<file path="src/rtl/axi4lite_pkg.sv">
// axi4lite_pkg: bus widths, AXI response codes and arbiter FSM states shared by the master arbiter
package axi4lite_pkg;
  localparam int ADDRWIDTH = 32;
  localparam int DATAWIDTH = 32;
  typedef enum logic [1:0] {OKAY, EXOKAY, SLVERR, DECERR} resp_t;
  typedef enum logic [2:0] {S_IDLE, S_WR, S_WR_RESP, S_RD_ADDR, S_RD_DATA, S_RSP} arb_state_t;
endpackage

</file>
<file path="src/rtl/rr_arbiter.sv">
// rr_arbiter: round-robin pick of the first requester at or after the pointer; pointer moves past the winner on advance
module rr_arbiter #(
  parameter int NREQ = 2,
  localparam int PW = $clog2(NREQ)
) (
  input  logic            clk,
  input  logic            rst,
  input  logic [NREQ-1:0] i_req,
  input  logic            i_advance,
  output logic [NREQ-1:0] o_grant,
  output logic [PW-1:0]   o_idx,
  output logic            o_any
);
  logic [PW-1:0]   r_ptr;
  logic [NREQ-1:0] w_rot;
  logic [PW-1:0]   w_off;
  logic [PW:0]     w_sum;
  // rotate requests so the pointer sits at bit 0, then take the lowest set bit
  always_comb begin
    w_rot = NREQ'({i_req, i_req} >> r_ptr);
    w_off = '0;
    for (int j = NREQ - 1; j >= 0; j--)
      if (w_rot[j]) w_off = PW'(j);
    w_sum = {1'b0, r_ptr} + {1'b0, w_off};
    o_idx = (w_sum >= (PW+1)'(NREQ)) ? PW'(w_sum - (PW+1)'(NREQ)) : PW'(w_sum);
    o_any = |i_req;
    o_grant = o_any ? (NREQ'(1) << o_idx) : '0;
  end
  // pointer moves to the requester just after the winner, wrapping
  always_ff @(posedge clk) begin
    if (rst) r_ptr <= '0;
    else if (i_advance && o_any) r_ptr <= (o_idx == PW'(NREQ - 1)) ? '0 : o_idx + 1'b1;
  end
endmodule

</file>
<file path="src/rtl/axi4lite_master_arbiter.sv">
// axi4lite_master_arbiter: round-robin sharing of one AXI4-lite master port, one transaction at a time.
// Optional AXI_TIMEOUT_EN: abort any AXI wait state after TIMEOUT_CYCLES cycles with an error response.
module axi4lite_master_arbiter
  import axi4lite_pkg::*;
#(
  parameter int NREQ = 2,
  parameter int TIMEOUT_CYCLES = 256
) (
  input  logic                           clk,
  input  logic                           rst,
  input  logic [NREQ-1:0]                req_valid,
  output logic [NREQ-1:0]                req_ready,
  input  logic [NREQ-1:0]                req_we,
  input  logic [NREQ-1:0][ADDRWIDTH-1:0] req_addr,
  input  logic [NREQ-1:0][DATAWIDTH-1:0] req_wdata,
  output logic [NREQ-1:0]                rsp_valid,
  output logic [DATAWIDTH-1:0]           rsp_rdata,
  output logic                           rsp_err,
  output logic [ADDRWIDTH-1:0]           AWADDR,
  output logic                           AWVALID,
  input  logic                           AWREADY,
  output logic [DATAWIDTH-1:0]           WDATA,
  output logic                           WVALID,
  input  logic                           WREADY,
  input  logic [1:0]                     BRESP,
  input  logic                           BVALID,
  output logic                           BREADY,
  output logic [ADDRWIDTH-1:0]           ARADDR,
  output logic                           ARVALID,
  input  logic                           ARREADY,
  input  logic [DATAWIDTH-1:0]           RDATA,
  input  logic [1:0]                     RRESP,
  input  logic                           RVALID,
  output logic                           RREADY
);
  localparam int PW = $clog2(NREQ);
  if (NREQ < 2 || NREQ > 8 || TIMEOUT_CYCLES < 2) begin : g_param_chk
    $error("axi4lite_master_arbiter: NREQ must be 2..8 and TIMEOUT_CYCLES at least 2");
  end
  arb_state_t           r_state;
  logic [PW-1:0]        r_g;
  logic [ADDRWIDTH-1:0] r_awaddr, r_araddr;
  logic [DATAWIDTH-1:0] r_wdata, r_rdata, r_rsp_rdata;
  logic                 r_awvalid, r_wvalid, r_bready, r_arvalid, r_rready, r_rsp_err;
  logic [NREQ-1:0]      r_rsp_valid;
  resp_t                r_resp;
  logic [NREQ-1:0]      w_grant;
  logic [PW-1:0]        w_idx;
  logic                 w_any, w_idle, w_step, w_tmo;
  assign w_idle = r_state == S_IDLE;
  // w_step: the current wait state finishes normally this cycle
  assign w_step = (r_state == S_WR && (!r_awvalid || AWREADY) && (!r_wvalid || WREADY)) ||
                  (r_state == S_WR_RESP && BVALID) ||
                  (r_state == S_RD_ADDR && ARREADY) ||
                  (r_state == S_RD_DATA && RVALID);
  rr_arbiter #(.NREQ(NREQ)) u_rr (
    .clk       (clk),
    .rst       (rst),
    .i_req     (req_valid),
    .i_advance (w_idle),
    .o_grant   (w_grant),
    .o_idx     (w_idx),
    .o_any     (w_any)
  );
  assign req_ready = w_idle ? w_grant : '0;
`ifdef AXI_TIMEOUT_EN
  localparam int TW = $clog2(TIMEOUT_CYCLES + 1);
  logic [TW-1:0] r_wait;
  logic          w_wait_st;
  assign w_wait_st = r_state inside {S_WR, S_WR_RESP, S_RD_ADDR, S_RD_DATA};
  assign w_tmo = w_wait_st && r_wait == TW'(TIMEOUT_CYCLES - 1);
  // wait counter restarts on every state entry and runs only inside AXI wait states
  always_ff @(posedge clk) begin
    r_wait <= (rst || !w_wait_st || w_step || w_tmo) ? '0 : r_wait + 1'b1;
  end
`else
  assign w_tmo = 1'b0;
`endif
  // transaction sequencer: grant, AXI channel handshakes, response capture
  always_ff @(posedge clk) begin
    if (rst) begin
      r_state   <= S_IDLE;
      r_g       <= '0;
      r_awvalid <= 1'b0;
      r_wvalid  <= 1'b0;
      r_bready  <= 1'b0;
      r_arvalid <= 1'b0;
      r_rready  <= 1'b0;
      r_awaddr  <= '0;
      r_wdata   <= '0;
      r_araddr  <= '0;
      r_resp    <= OKAY;
      r_rdata   <= '0;
    end else begin
      case (r_state)
        S_IDLE: if (w_any) begin
          r_g       <= w_idx;
          r_state   <= req_we[w_idx] ? S_WR : S_RD_ADDR;
          r_awvalid <= req_we[w_idx];
          r_wvalid  <= req_we[w_idx];
          r_arvalid <= !req_we[w_idx];
          if (req_we[w_idx]) begin
            r_awaddr <= req_addr[w_idx];
            r_wdata  <= req_wdata[w_idx];
          end else r_araddr <= req_addr[w_idx];
        end
        S_WR: begin
          if (AWREADY) r_awvalid <= 1'b0;
          if (WREADY) r_wvalid <= 1'b0;
          if (w_step) begin
            r_state  <= S_WR_RESP;
            r_bready <= 1'b1;
          end
        end
        S_WR_RESP: if (w_step) begin
          r_bready <= 1'b0;
          r_resp   <= resp_t'(BRESP);
          r_rdata  <= '0;
          r_state  <= S_RSP;
        end
        S_RD_ADDR: if (w_step) begin
          r_arvalid <= 1'b0;
          r_rready  <= 1'b1;
          r_state   <= S_RD_DATA;
        end
        S_RD_DATA: if (w_step) begin
          r_rready <= 1'b0;
          r_rdata  <= RDATA;
          r_resp   <= resp_t'(RRESP);
          r_state  <= S_RSP;
        end
        default: r_state <= S_IDLE;
      endcase
      if (w_tmo) begin
        r_awvalid <= 1'b0;
        r_wvalid  <= 1'b0;
        r_bready  <= 1'b0;
        r_arvalid <= 1'b0;
        r_rready  <= 1'b0;
        r_resp    <= SLVERR;
        r_rdata   <= '0;
        r_state   <= S_RSP;
      end
    end
  end
  // response pulse to the winner, presented in the cycle the sequencer is back in IDLE
  always_ff @(posedge clk) begin
    if (rst) begin
      r_rsp_valid <= '0;
      r_rsp_err   <= 1'b0;
      r_rsp_rdata <= '0;
    end else begin
      r_rsp_valid <= (r_state == S_RSP) ? (NREQ'(1) << r_g) : '0;
      if (r_state == S_RSP) begin
        r_rsp_err   <= r_resp != OKAY;
        r_rsp_rdata <= r_rdata;
      end
    end
  end
  assign rsp_valid = r_rsp_valid;
  assign rsp_rdata = r_rsp_rdata;
  assign rsp_err   = r_rsp_err;
  assign AWADDR    = r_awaddr;
  assign AWVALID   = r_awvalid;
  assign WDATA     = r_wdata;
  assign WVALID    = r_wvalid;
  assign BREADY    = r_bready;
  assign ARADDR    = r_araddr;
  assign ARVALID   = r_arvalid;
  assign RREADY    = r_rready;
endmodule
</file>
<file path="config.mk">
export PLATFORM = sky130hd
export DESIGN_NAME = axi4lite_master_arbiter
export DESIGN_NICKNAME = d
export VERILOG_FILES = /design/src/rtl/axi4lite_pkg.sv /design/src/rtl/rr_arbiter.sv /design/src/rtl/axi4lite_master_arbiter.sv
export SDC_FILE = /design/constraint.sdc
export NUM_CORES = 1
export LEC_CHECK = 0
export CAP_MARGIN = 0
export CORE_UTILIZATION = 25
export DETAILED_ROUTE_END_ITERATION = 6
export HOLD_SLACK_MARGIN = 0.1
export PLACE_DENSITY = 0.49
export SETUP_SLACK_MARGIN = 0.3
export SLEW_MARGIN = 20
export SYNTH_ARGS = -nofsm -noshare
export SYNTH_HDL_FRONTEND = slang
export SYNTH_SLANG_ARGS = --single-unit
</file>
<file path="constraint.sdc">
create_clock -name clk -period 5.3 [get_ports clk]
set_input_delay 0.53 -clock clk [delete_from_list [all_inputs] [get_ports clk]]
set_output_delay 0.53 -clock clk [all_outputs]
set_load 0.005 [all_outputs]
</file>
==> flow_summary.html, run 1 <==
<table>
<tr><th>Metric</th><th>Value</th></tr>
<tr><th colspan="2">Floorplan</th></tr>
<tr><td>Height of the die</td><td>181 um</td></tr>
<tr><td>IO Pins</td><td>313</td></tr>
<tr><td>Initial standard-cell utilization of the core</td><td>25.3%</td></tr>
<tr><td>Standard-cell row count</td><td>65</td></tr>
<tr><td>Total die area</td><td>32,600 um^2</td></tr>
<tr><td>Core area</td><td>31,500 um^2</td></tr>
<tr><td>Width of the chip</td><td>181 um</td></tr>
<tr><th colspan="2">Synthesis</th></tr>
<tr><td>Leading post-synthesis cells by instance count</td><td>sky130_fd_sc_hd__dfxtp_1, sky130_fd_sc_hd__nand2_1, sky130_fd_sc_hd__mux2i_1</td></tr>
<tr><td>Proportion of synthesized chip area in sequential cells</td><td>44.0%</td></tr>
<tr><td>Yosys top cell area share</td><td>44.0%</td></tr>
<tr><td>Flip-flop and latch count after synthesis</td><td>175</td></tr>
<tr><td>Synth Cell Area</td><td>7970 um^2</td></tr>
<tr><td>Share of cell area taken by muxes after synthesis</td><td>13.2%</td></tr>
<tr><td>Post-synth net total</td><td>1,061</td></tr>
<tr><td>Share of synthesized flip-flops with an asynchronous set or reset</td><td>0%</td></tr>
<tr><td>Synth Flop Type</td><td>sky130_fd_sc_hd__dfxtp_1</td></tr>
<tr><td>Adder-Cell Fraction of Synth Area</td><td>0%</td></tr>
<tr><td>Biggest area consumer among synthesized cells</td><td>sky130_fd_sc_hd__dfxtp_1</td></tr>
<tr><td>Gate count of the mapped netlist</td><td>886</td></tr>
<tr><td>Number of enable-type register cells in the synthesized netlist</td><td>0</td></tr>
<tr><td>Main combinational cell family by area after synthesis</td><td>compound AO/OA/AOI/OAI gates</td></tr>
<tr><td>Post-synthesis cell type count</td><td>44</td></tr>
<tr><td>Simple logic cell fraction of the synthesized area</td><td>12.2%</td></tr>
<tr><td>Most repeated cell in the gate-level netlist after synthesis</td><td>sky130_fd_sc_hd__dfxtp_1</td></tr>
<tr><td>Avg Synthesized Cell Area</td><td>9.00 um^2</td></tr>
<tr><td>Compound-Gate Fraction of Synth Area</td><td>24.0%</td></tr>
<tr><td>Number of warning messages in the yosys log</td><td>0</td></tr>
<tr><td>Cell types occupying the most area after synthesis</td><td>sky130_fd_sc_hd__dfxtp_1, sky130_fd_sc_hd__mux2i_1, sky130_fd_sc_hd__o211a_1</td></tr>
<tr><td>Fraction of synthesized cell area in xor and xnor cells</td><td>0%</td></tr>
<tr><th colspan="2">Placed design</th></tr>
<tr><td>Placer congestion estimate</td><td>0.726</td></tr>
<tr><td>Number of input and output port buffers inserted</td><td>312</td></tr>
<tr><td>Post-DP HPWL</td><td>18,200 um</td></tr>
<tr><th colspan="2">Timing</th></tr>
<tr><td>Min cycle time layout</td><td>3.37 ns</td></tr>
<tr><td>Setup TNS</td><td>0 ns</td></tr>
<tr><td>Relative slew slack</td><td>35.0%</td></tr>
<tr><td>Peak Freq</td><td>297 MHz</td></tr>
<tr><td>Clk_skew</td><td>0.0131 ns</td></tr>
<tr><td>Slew at the pin closest to its max-slew limit</td><td>0.973 ns</td></tr>
<tr><td>Minimum hold slack</td><td>0.444 ns</td></tr>
<tr><td>Setup repair after global routing missed its margin</td><td>false</td></tr>
<tr><td>Number of setup violations in the final report</td><td>0</td></tr>
<tr><td>Final-report max-slew violation count</td><td>0</td></tr>
<tr><td>Endpoints failing hold</td><td>0</td></tr>
<tr><td>Fraction of the cycle the final worst path needs</td><td>63.6%</td></tr>
<tr><th colspan="2">Critical path</th></tr>
<tr><td>Arrival time at the worst endpoint</td><td>3.72 ns</td></tr>
<tr><td>Setup slack of the worst register-to-register path</td><td>2.64 ns</td></tr>
<tr><td>Max incr delay on CP</td><td>0.72 ns</td></tr>
<tr><td>Maximum fanout count along the critical path</td><td>37</td></tr>
<tr><td>Crit. End Element</td><td>flip-flop</td></tr>
<tr><td>Worst setup startpoint</td><td>req_valid[1]</td></tr>
<tr><td>Cell breakdown of the critical path</td><td>clkdlybuf4s50_1 &gt; nand2b_4 &gt; a211oi_4 &gt; buf_4 &gt; or3_4 &gt; buf_4 &gt; mux2i_1</td></tr>
<tr><td>Worst reg2reg path depth</td><td>6</td></tr>
<tr><td>Class of the most critical setup path</td><td>in -&gt; reg</td></tr>
<tr><td>Destination of the worst register-to-register timing path</td><td>AWADDR[26]</td></tr>
<tr><td>Startpoint types</td><td>input pin</td></tr>
<tr><td>CP most frequent cell</td><td>sky130_fd_sc_hd__buf_4</td></tr>
<tr><td>Worst R2R Start</td><td>u_rr.r_ptr</td></tr>
<tr><td>Slowest stage cell, crit path</td><td>sky130_fd_sc_hd__clkdlybuf4s50_1</td></tr>
<tr><td>Required @ worst endpoint</td><td>5.65 ns</td></tr>
<tr><th colspan="2">Run</th></tr>
<tr><td>Number of violations of the max-capacitance limit</td><td>0</td></tr>
<tr><th colspan="2">Clock network</th></tr>
<tr><td>Postcts setup bufs</td><td>0</td></tr>
<tr><td>Root buf cell</td><td>sky130_fd_sc_hd__clkbuf_16</td></tr>
<tr><td>Post-cts hold buffer count</td><td>0</td></tr>
<tr><td>H-tree levels</td><td>4</td></tr>
<tr><td>Clock Sink Count</td><td>175</td></tr>
<tr><td>Cts repair resizes</td><td>0</td></tr>
<tr><td>Clock Latency Late Sink</td><td>0.43 ns</td></tr>
<tr><td>Worst-case clock buffer depth</td><td>2</td></tr>
<tr><td>Clock tree from TritonCTS</td><td>built</td></tr>
<tr><td>Clock transition at the registers of the reported paths</td><td>0.08 ns</td></tr>
<tr><td>Number of CTS-inserted buffers</td><td>17</td></tr>
<tr><th colspan="2">Routing</th></tr>
<tr><td>Post-route antenna net violation count</td><td>0</td></tr>
<tr><td>Total number of vias</td><td>7,262</td></tr>
<tr><td>Detailed router's first-iteration violation count</td><td>408</td></tr>
<tr><td>Total routed wirelength</td><td>27,100 um</td></tr>
<tr><td>Post-route DRC violation count</td><td>0</td></tr>
<tr><td>Post-detailed-route wirelength per cell</td><td>17.4 um</td></tr>
<tr><td>Number of vias per cell</td><td>4.66</td></tr>
<tr><td>Number of optimization iterations in the first detailed-route pass</td><td>7</td></tr>
<tr><th colspan="2">GRT</th></tr>
<tr><td>Global-route wire length before repair</td><td>42,400 um</td></tr>
<tr><td>GRT Resource Usage Total</td><td>16.5%</td></tr>
<tr><td>Via count of the first global-routing pass</td><td>7,364</td></tr>
<tr><td>Gr ovfl total</td><td>0</td></tr>
<tr><td>Largest net degree at the start of global routing</td><td>93</td></tr>
<tr><td>Antenna violations before repair</td><td>1</td></tr>
<tr><th colspan="2">Power and ir drop</th></tr>
<tr><td>Ratio of total power to cell area</td><td>400 nW/um^2</td></tr>
<tr><td>Peak supply drop</td><td>0.000209 V</td></tr>
<tr><td>Static leakage</td><td>4.88 nW</td></tr>
<tr><th colspan="2">Run status</th></tr>
<tr><td>Outcome</td><td>finished, final reports clean</td></tr>
<tr><th colspan="2">Layout</th></tr>
<tr><td>Relative area change from synthesis to final layout</td><td>50.2%</td></tr>
<tr><td>Ratio of cells with drive above 1 in the final layout</td><td>8.30%</td></tr>
<tr><td>Total of fill cells in the finished design</td><td>3,191</td></tr>
<tr><td>Number of nets at the end of the flow</td><td>1,319</td></tr>
<tr><th colspan="2">Worst hold path</th></tr>
<tr><td>Path type of the worst min-delay path</td><td>reg -&gt; reg</td></tr>
<tr><td>Launch point of the worst hold path</td><td>r_rdata[15]</td></tr>
<tr><td>Worst Hold End</td><td>rsp_rdata[15]</td></tr>
<tr><td>Number of instances on the worst hold path</td><td>2</td></tr>
</table>
## per-stage QoR
step | cells | utilization [%] | power (mW) | instance area (um^2) | setup slack (ns)
2_1_floorplan | 886 | - | 2.70 | 7970 | 3.16
3_3_place_gp | 1527 | 36.1 | 3.56 | 11400 | 1.50
3_5_place_dp | 1527 | 36.1 | 3.58 | 11400 | 1.42
4_1_cts | 1559 | 38.0 | 4.88 | 12000 | 1.89
5_1_grt | 1560 | 38.0 | 5.09 | 12000 | 1.73
6_report | 1560 | 38.0 | 4.79 | 12000 | 1.93
## layer usage
layer / global-route usage [%] / up-vias / part of all wire, %
met5: 0 / - / 0
met4: 4.82 / 0 / 1.6
met3: 5.40 / 19 / 6.8
met2: 27.5 / 211 / 46
met1: 20.3 / 3393 / 45
li1: - / 3639 / -
## worst max-delay path by stage
| stage | endpoint | slack (ns) | cells past startpoint |
|---|---|---|---|
| after global routing | AWADDR[29] | 1.73 | 7 |
| after floorplan | req_ready[0] | 3.16 | 6 |
| after global placement | AWADDR[29] | 1.50 | 7 |
| after detailed placement | AWADDR[26] | 1.42 | 7 |
| after CTS | AWADDR[26] | 1.89 | 7 |
| final | AWADDR[26] | 1.93 | 7 |
## layout by cell type (no fill, tap or decap), types with 2 or more instances in the layout
master | Yosys | final
sky130_fd_sc_hd__nand3_1 | 3 | 3
sky130_fd_sc_hd__a22oi_1 | 32 | 32
sky130_fd_sc_hd__clkbuf_16 | 0 | 17
sky130_fd_sc_hd__nor3b_1 | 2 | 2
sky130_fd_sc_hd__nand2_1 | 165 | 165
sky130_fd_sc_hd__nand2b_1 | 2 | 2
sky130_fd_sc_hd__clkdlybuf4s50_1 | 0 | 311
sky130_fd_sc_hd__inv_1 | 36 | 36
sky130_fd_sc_hd__o31ai_1 | 32 | 32
sky130_fd_sc_hd__nor3_1 | 6 | 6
sky130_fd_sc_hd__mux2_2 | 34 | 34
sky130_fd_sc_hd__inv_8 | 0 | 6
sky130_fd_sc_hd__nor2_1 | 43 | 42
sky130_fd_sc_hd__mux2i_1 | 67 | 67
sky130_fd_sc_hd__o21a_1 | 2 | 2
sky130_fd_sc_hd__o2bb2ai_1 | 32 | 32
sky130_fd_sc_hd__dfxtp_1 | 175 | 175
sky130_fd_sc_hd__o21ai_4 | 0 | 2
sky130_fd_sc_hd__a21oi_1 | 36 | 36
sky130_fd_sc_hd__clkinv_4 | 0 | 5
sky130_fd_sc_hd__buf_4 | 0 | 15
sky130_fd_sc_hd__clkinv_8 | 0 | 2
sky130_fd_sc_hd__o41ai_1 | 2 | 2
sky130_fd_sc_hd__nand3b_1 | 3 | 3
sky130_fd_sc_hd__and2_1 | 2 | 2
sky130_fd_sc_hd__o21ai_0 | 34 | 34
sky130_fd_sc_hd__clkbuf_8 | 0 | 2
sky130_fd_sc_hd__o211a_1 | 65 | 65
## layout make-up
type                       count  area, um^2  area share [%]
multi-input combinational    585        3990            33.3
antenna                        1        2.50          0.0209
inverter                      38         145            1.21
tap                          402         503            4.20
clock inverter                13         144            1.20
timing repair buffer         327        3230            27.0
clock buffer                  19         453            3.78
sequential                   175        3500            29.3
## logic make-up (layout without fill, tap and decap cells)
logic type	Yosys count	after routing
AOI/OAI and AO/OA	247	247
and+or+nand+nor	237	237
DFF	175	175
buffers and inverters	126	397
muxes	101	101
other	0	1
## sequential cells by signal (all words and copies together) (netlist names), 2 cells and up
signal and cells:
AWADDR 32, WDATA 32, r_rdata 32, rsp_valid 2
rsp_rdata 32, ARADDR 32, r_state 3, r_resp 2
## critical path, delay by kind of cell
family          cells  cell delay, ns
buf+inv             3            1.64
simple gates        2            0.95
compound gates      1            0.32
mux                 1            0.23
## power by group
group          leakage (nW)  internal, mW  switching, mW  total (mW)
clock                 0.295         0.658          0.620        1.28
sequential             1.42          1.56          0.165        1.72
combinational          3.16         0.943          0.842        1.79
total                  4.88          3.16           1.63        4.79
Note: power is estimated with default switching activity, not from simulation.
==> run 2: changes to the inputs <==
==> constraint.sdc (replaced) <==
create_clock -name clk -period 3.2 [get_ports clk]
set_input_delay 0.32 -clock clk [delete_from_list [all_inputs] [get_ports clk]]
set_output_delay 0.32 -clock clk [all_outputs]
set_load 0.005 [all_outputs]
==> run 2 against run 1 <==
  * Register-to-register slack worse by 1.8 ns
  * Final area up 0.49%
  * Non-clock buffer count up 5
  * Worst setup slack worse by 1.3 ns
  * Clock power up 68%
  * Global-route usage down 0.083 points
  * Sequential share of layout area down 0.14 points
  * Largest power group unchanged
  * Worst hold slack worse by 0.017 ns
  * Sequential power up 65%
==> flow_summary.html, run 2 (synthesized netlist as in run 1, its figures left out) <==
<table>
<tr><th>Metric</th><th>Value</th></tr>
<tr><th colspan="2">Critical path</th></tr>
<tr><td>Required @ worst endpoint</td><td>2.88 ns</td></tr>
<tr><td>Maximum fanout count along the critical path</td><td>35</td></tr>
<tr><td>Arrival time at the worst endpoint</td><td>2.29 ns</td></tr>
<tr><td>Worst R2R Start</td><td>u_rr.r_ptr</td></tr>
<tr><td>Startpoint types</td><td>flip-flop</td></tr>
<tr><td>CP most frequent cell</td><td>sky130_fd_sc_hd__buf_4</td></tr>
<tr><td>Max incr delay on CP</td><td>0.54 ns</td></tr>
<tr><td>Slowest stage cell, crit path</td><td>sky130_fd_sc_hd__clkdlybuf4s50_1</td></tr>
<tr><td>Worst setup startpoint</td><td>r_state[0]</td></tr>
<tr><td>Cell breakdown of the critical path</td><td>buf_4 &gt; nor3_2 &gt; o21ai_2 &gt; buf_4 &gt; nor2_1 &gt; clkdlybuf4s50_1</td></tr>
<tr><td>Class of the most critical setup path</td><td>reg -&gt; out</td></tr>
<tr><td>Crit. End Element</td><td>output pin</td></tr>
<tr><th colspan="2">Placed design</th></tr>
<tr><td>Number of input and output port buffers inserted</td><td>312</td></tr>
<tr><td>Post-DP HPWL</td><td>18,000 um</td></tr>
<tr><td>Placer congestion estimate</td><td>0.744</td></tr>
<tr><th colspan="2">Layout</th></tr>
<tr><td>Total of fill cells in the finished design</td><td>3,175</td></tr>
<tr><td># diodes</td><td>0</td></tr>
<tr><td>Final core utilization</td><td>38.2%</td></tr>
<tr><td>Ratio of cells with drive above 1 in the final layout</td><td>8.61%</td></tr>
<tr><td>Relative area change from synthesis to final layout</td><td>50.9%</td></tr>
<tr><td>Area of the multi-input gates</td><td>3990 um^2</td></tr>
<tr><td>Most frequent standard cell in the layout excluding fill and tap cells</td><td>sky130_fd_sc_hd__clkdlybuf4s50_1</td></tr>
<tr><td>Number of nets at the end of the flow</td><td>1,324</td></tr>
<tr><td>Sequential Area</td><td>3500 um^2</td></tr>
<tr><td>Top library cells by usage in the layout, fill and taps aside</td><td>sky130_fd_sc_hd__clkdlybuf4s50_1, sky130_fd_sc_hd__dfxtp_1, sky130_fd_sc_hd__nand2_1, sky130_fd_sc_hd__mux2i_1, sky130_fd_sc_hd__o211a_1</td></tr>
<tr><th colspan="2">Floorplan</th></tr>
<tr><td>Total die area</td><td>32,600 um^2</td></tr>
<tr><td>Height of the die</td><td>181 um</td></tr>
<tr><td>Standard-cell row count</td><td>65</td></tr>
<tr><td>Width of the chip</td><td>181 um</td></tr>
<tr><td>Core area</td><td>31,500 um^2</td></tr>
<tr><td>IO Pins</td><td>313</td></tr>
<tr><td>Initial standard-cell utilization of the core</td><td>25.3%</td></tr>
<tr><th colspan="2">Worst hold path</th></tr>
<tr><td>Path type of the worst min-delay path</td><td>in -&gt; reg</td></tr>
<tr><td>Launch point of the worst hold path</td><td>rst</td></tr>
<tr><th colspan="2">GRT</th></tr>
<tr><td>GR met2 Demand/Resource</td><td>26.4%</td></tr>
<tr><td>Most congested layer reported by global routing</td><td>met2</td></tr>
<tr><td>Met3 capacity usage during global routing</td><td>4.55%</td></tr>
<tr><td>Antenna violations before repair</td><td>0</td></tr>
<tr><td>Via count of the first global-routing pass</td><td>7,108</td></tr>
<tr><td>GRT Resource Usage Total</td><td>16.5%</td></tr>
<tr><td>Largest net degree at the start of global routing</td><td>78</td></tr>
<tr><td>Global-route track usage on met1</td><td>21.6%</td></tr>
<tr><td>Global-route wire length before repair</td><td>42,100 um</td></tr>
<tr><td>Gr ovfl total</td><td>0</td></tr>
<tr><th colspan="2">Routing</th></tr>
<tr><td>Post-route DRC violation count</td><td>0</td></tr>
<tr><td>Post-detailed-route wirelength per cell</td><td>17.5 um</td></tr>
<tr><td>Total number of vias</td><td>7,366</td></tr>
<tr><td>Number of optimization iterations in the first detailed-route pass</td><td>7</td></tr>
<tr><td>Post-route antenna net violation count</td><td>0</td></tr>
<tr><td>Total routed wirelength</td><td>27,400 um</td></tr>
<tr><td>Number of vias per cell</td><td>4.71</td></tr>
<tr><td>Detailed router's first-iteration violation count</td><td>427</td></tr>
<tr><th colspan="2">Clock network</th></tr>
<tr><td>H-tree levels</td><td>4</td></tr>
<tr><td>Worst-case clock buffer depth</td><td>2</td></tr>
<tr><td>Clock tree from TritonCTS</td><td>built</td></tr>
<tr><td>Number of CTS-inserted buffers</td><td>17</td></tr>
<tr><td>Root buf cell</td><td>sky130_fd_sc_hd__clkbuf_16</td></tr>
<tr><td>Cts repair resizes</td><td>0</td></tr>
<tr><td>Clock transition at the registers of the reported paths</td><td>0.07 ns</td></tr>
<tr><td>Clock Latency Late Sink</td><td>0.43 ns</td></tr>
<tr><td>Post-cts hold buffer count</td><td>0</td></tr>
<tr><td>Postcts setup bufs</td><td>0</td></tr>
<tr><td>Clock Sink Count</td><td>175</td></tr>
<tr><th colspan="2">Run</th></tr>
<tr><td>Number of violations of the max-capacitance limit</td><td>0</td></tr>
<tr><th colspan="2">Timing</th></tr>
<tr><td>Number of setup violations in the final report</td><td>0</td></tr>
<tr><td>Final-report max-slew violation count</td><td>0</td></tr>
<tr><td>Setup repair after global routing missed its margin</td><td>false</td></tr>
<tr><td>Relative slew slack</td><td>28.5%</td></tr>
<tr><td>Fraction of the cycle the final worst path needs</td><td>81.5%</td></tr>
<tr><td>Endpoints failing hold</td><td>0</td></tr>
<tr><td>Setup TNS</td><td>0 ns</td></tr>
<tr><td>Slew at the pin closest to its max-slew limit</td><td>1.07 ns</td></tr>
<tr><td>Minimum hold slack</td><td>0.427 ns</td></tr>
<tr><td>Min cycle time layout</td><td>2.61 ns</td></tr>
<tr><td>Clk_skew</td><td>0.0108 ns</td></tr>
<tr><td>Peak Freq</td><td>383 MHz</td></tr>
<tr><th colspan="2">Power and ir drop</th></tr>
<tr><td>Peak supply drop</td><td>0.000365 V</td></tr>
<tr><td>Static leakage</td><td>4.91 nW</td></tr>
<tr><td>Post-layout power</td><td>7.99 mW</td></tr>
<tr><td>Ratio of total power to cell area</td><td>665 nW/um^2</td></tr>
<tr><th colspan="2">Run status</th></tr>
<tr><td>Outcome</td><td>finished, final reports clean</td></tr>
</table>
-- run 2: cell count changes in the layout (fill, tap and decap cells not counted), sizes merged --
cell / change
clkinvlp: +1
diode: -1
clkbuf: -2
buf: +5
bufinv: +1
clkinv: -1
-- run 2: power by group --
group | internal [mW] | switching, mW | leakage, nW
sequential | 2.58 | 0.247 | 1.42
combinational | 1.59 | 1.42 | 3.19
clock | 1.12 | 1.04 | 0.289
-- run 2: area by class of cell --
cell class                 instances  area share, %
multi-input combinational        585           33.1
sequential                       175           29.1
timing repair buffer             332           27.4
tap                              402           4.18
clock buffer                      17           3.54
clock inverter                    14           1.41
inverter                          38           1.21
-- run 2: worst paths after layout --
check / endpoint / slack, ns / cells past startpoint
hold reg to reg: rsp_rdata[21] / 0.45 / 2
setup / recovery: req_ready[1] / 0.59 / 6
hold / removal: ARADDR[1] / 0.43 / 4
setup reg to reg: AWADDR[4] / 0.84 / 5
-- run 2: per-stage QoR --
stage	setup slack [ns]	cell area (um^2)	cells
2_1_floorplan	1.32	7970	886
3_3_place_gp	0.356	11400	1532
3_5_place_dp	0.300	11400	1532
4_1_cts	0.542	12000	1563
5_1_grt	0.438	12000	1563
6_report	0.592	12000	1563
-- run 2: per-layer routing --
layer | part of all wire, % | routed length [um]
met5 | 0 | 0
met4 | 1.1 | 307
met3 | 6.3 | 1720
met2 | 46 | 12600
met1 | 47 | 12800
-- run 2: worst max-delay path: cells and delay by family, from the launching register on --
family | cells | cell delay [ns]
buffers and inverters | 3 | 0.98
flip-flops | 1 | 0.30
AND/OR/NAND/NOR | 2 | 0.45
AO/OA/AOI/OAI | 1 | 0.12
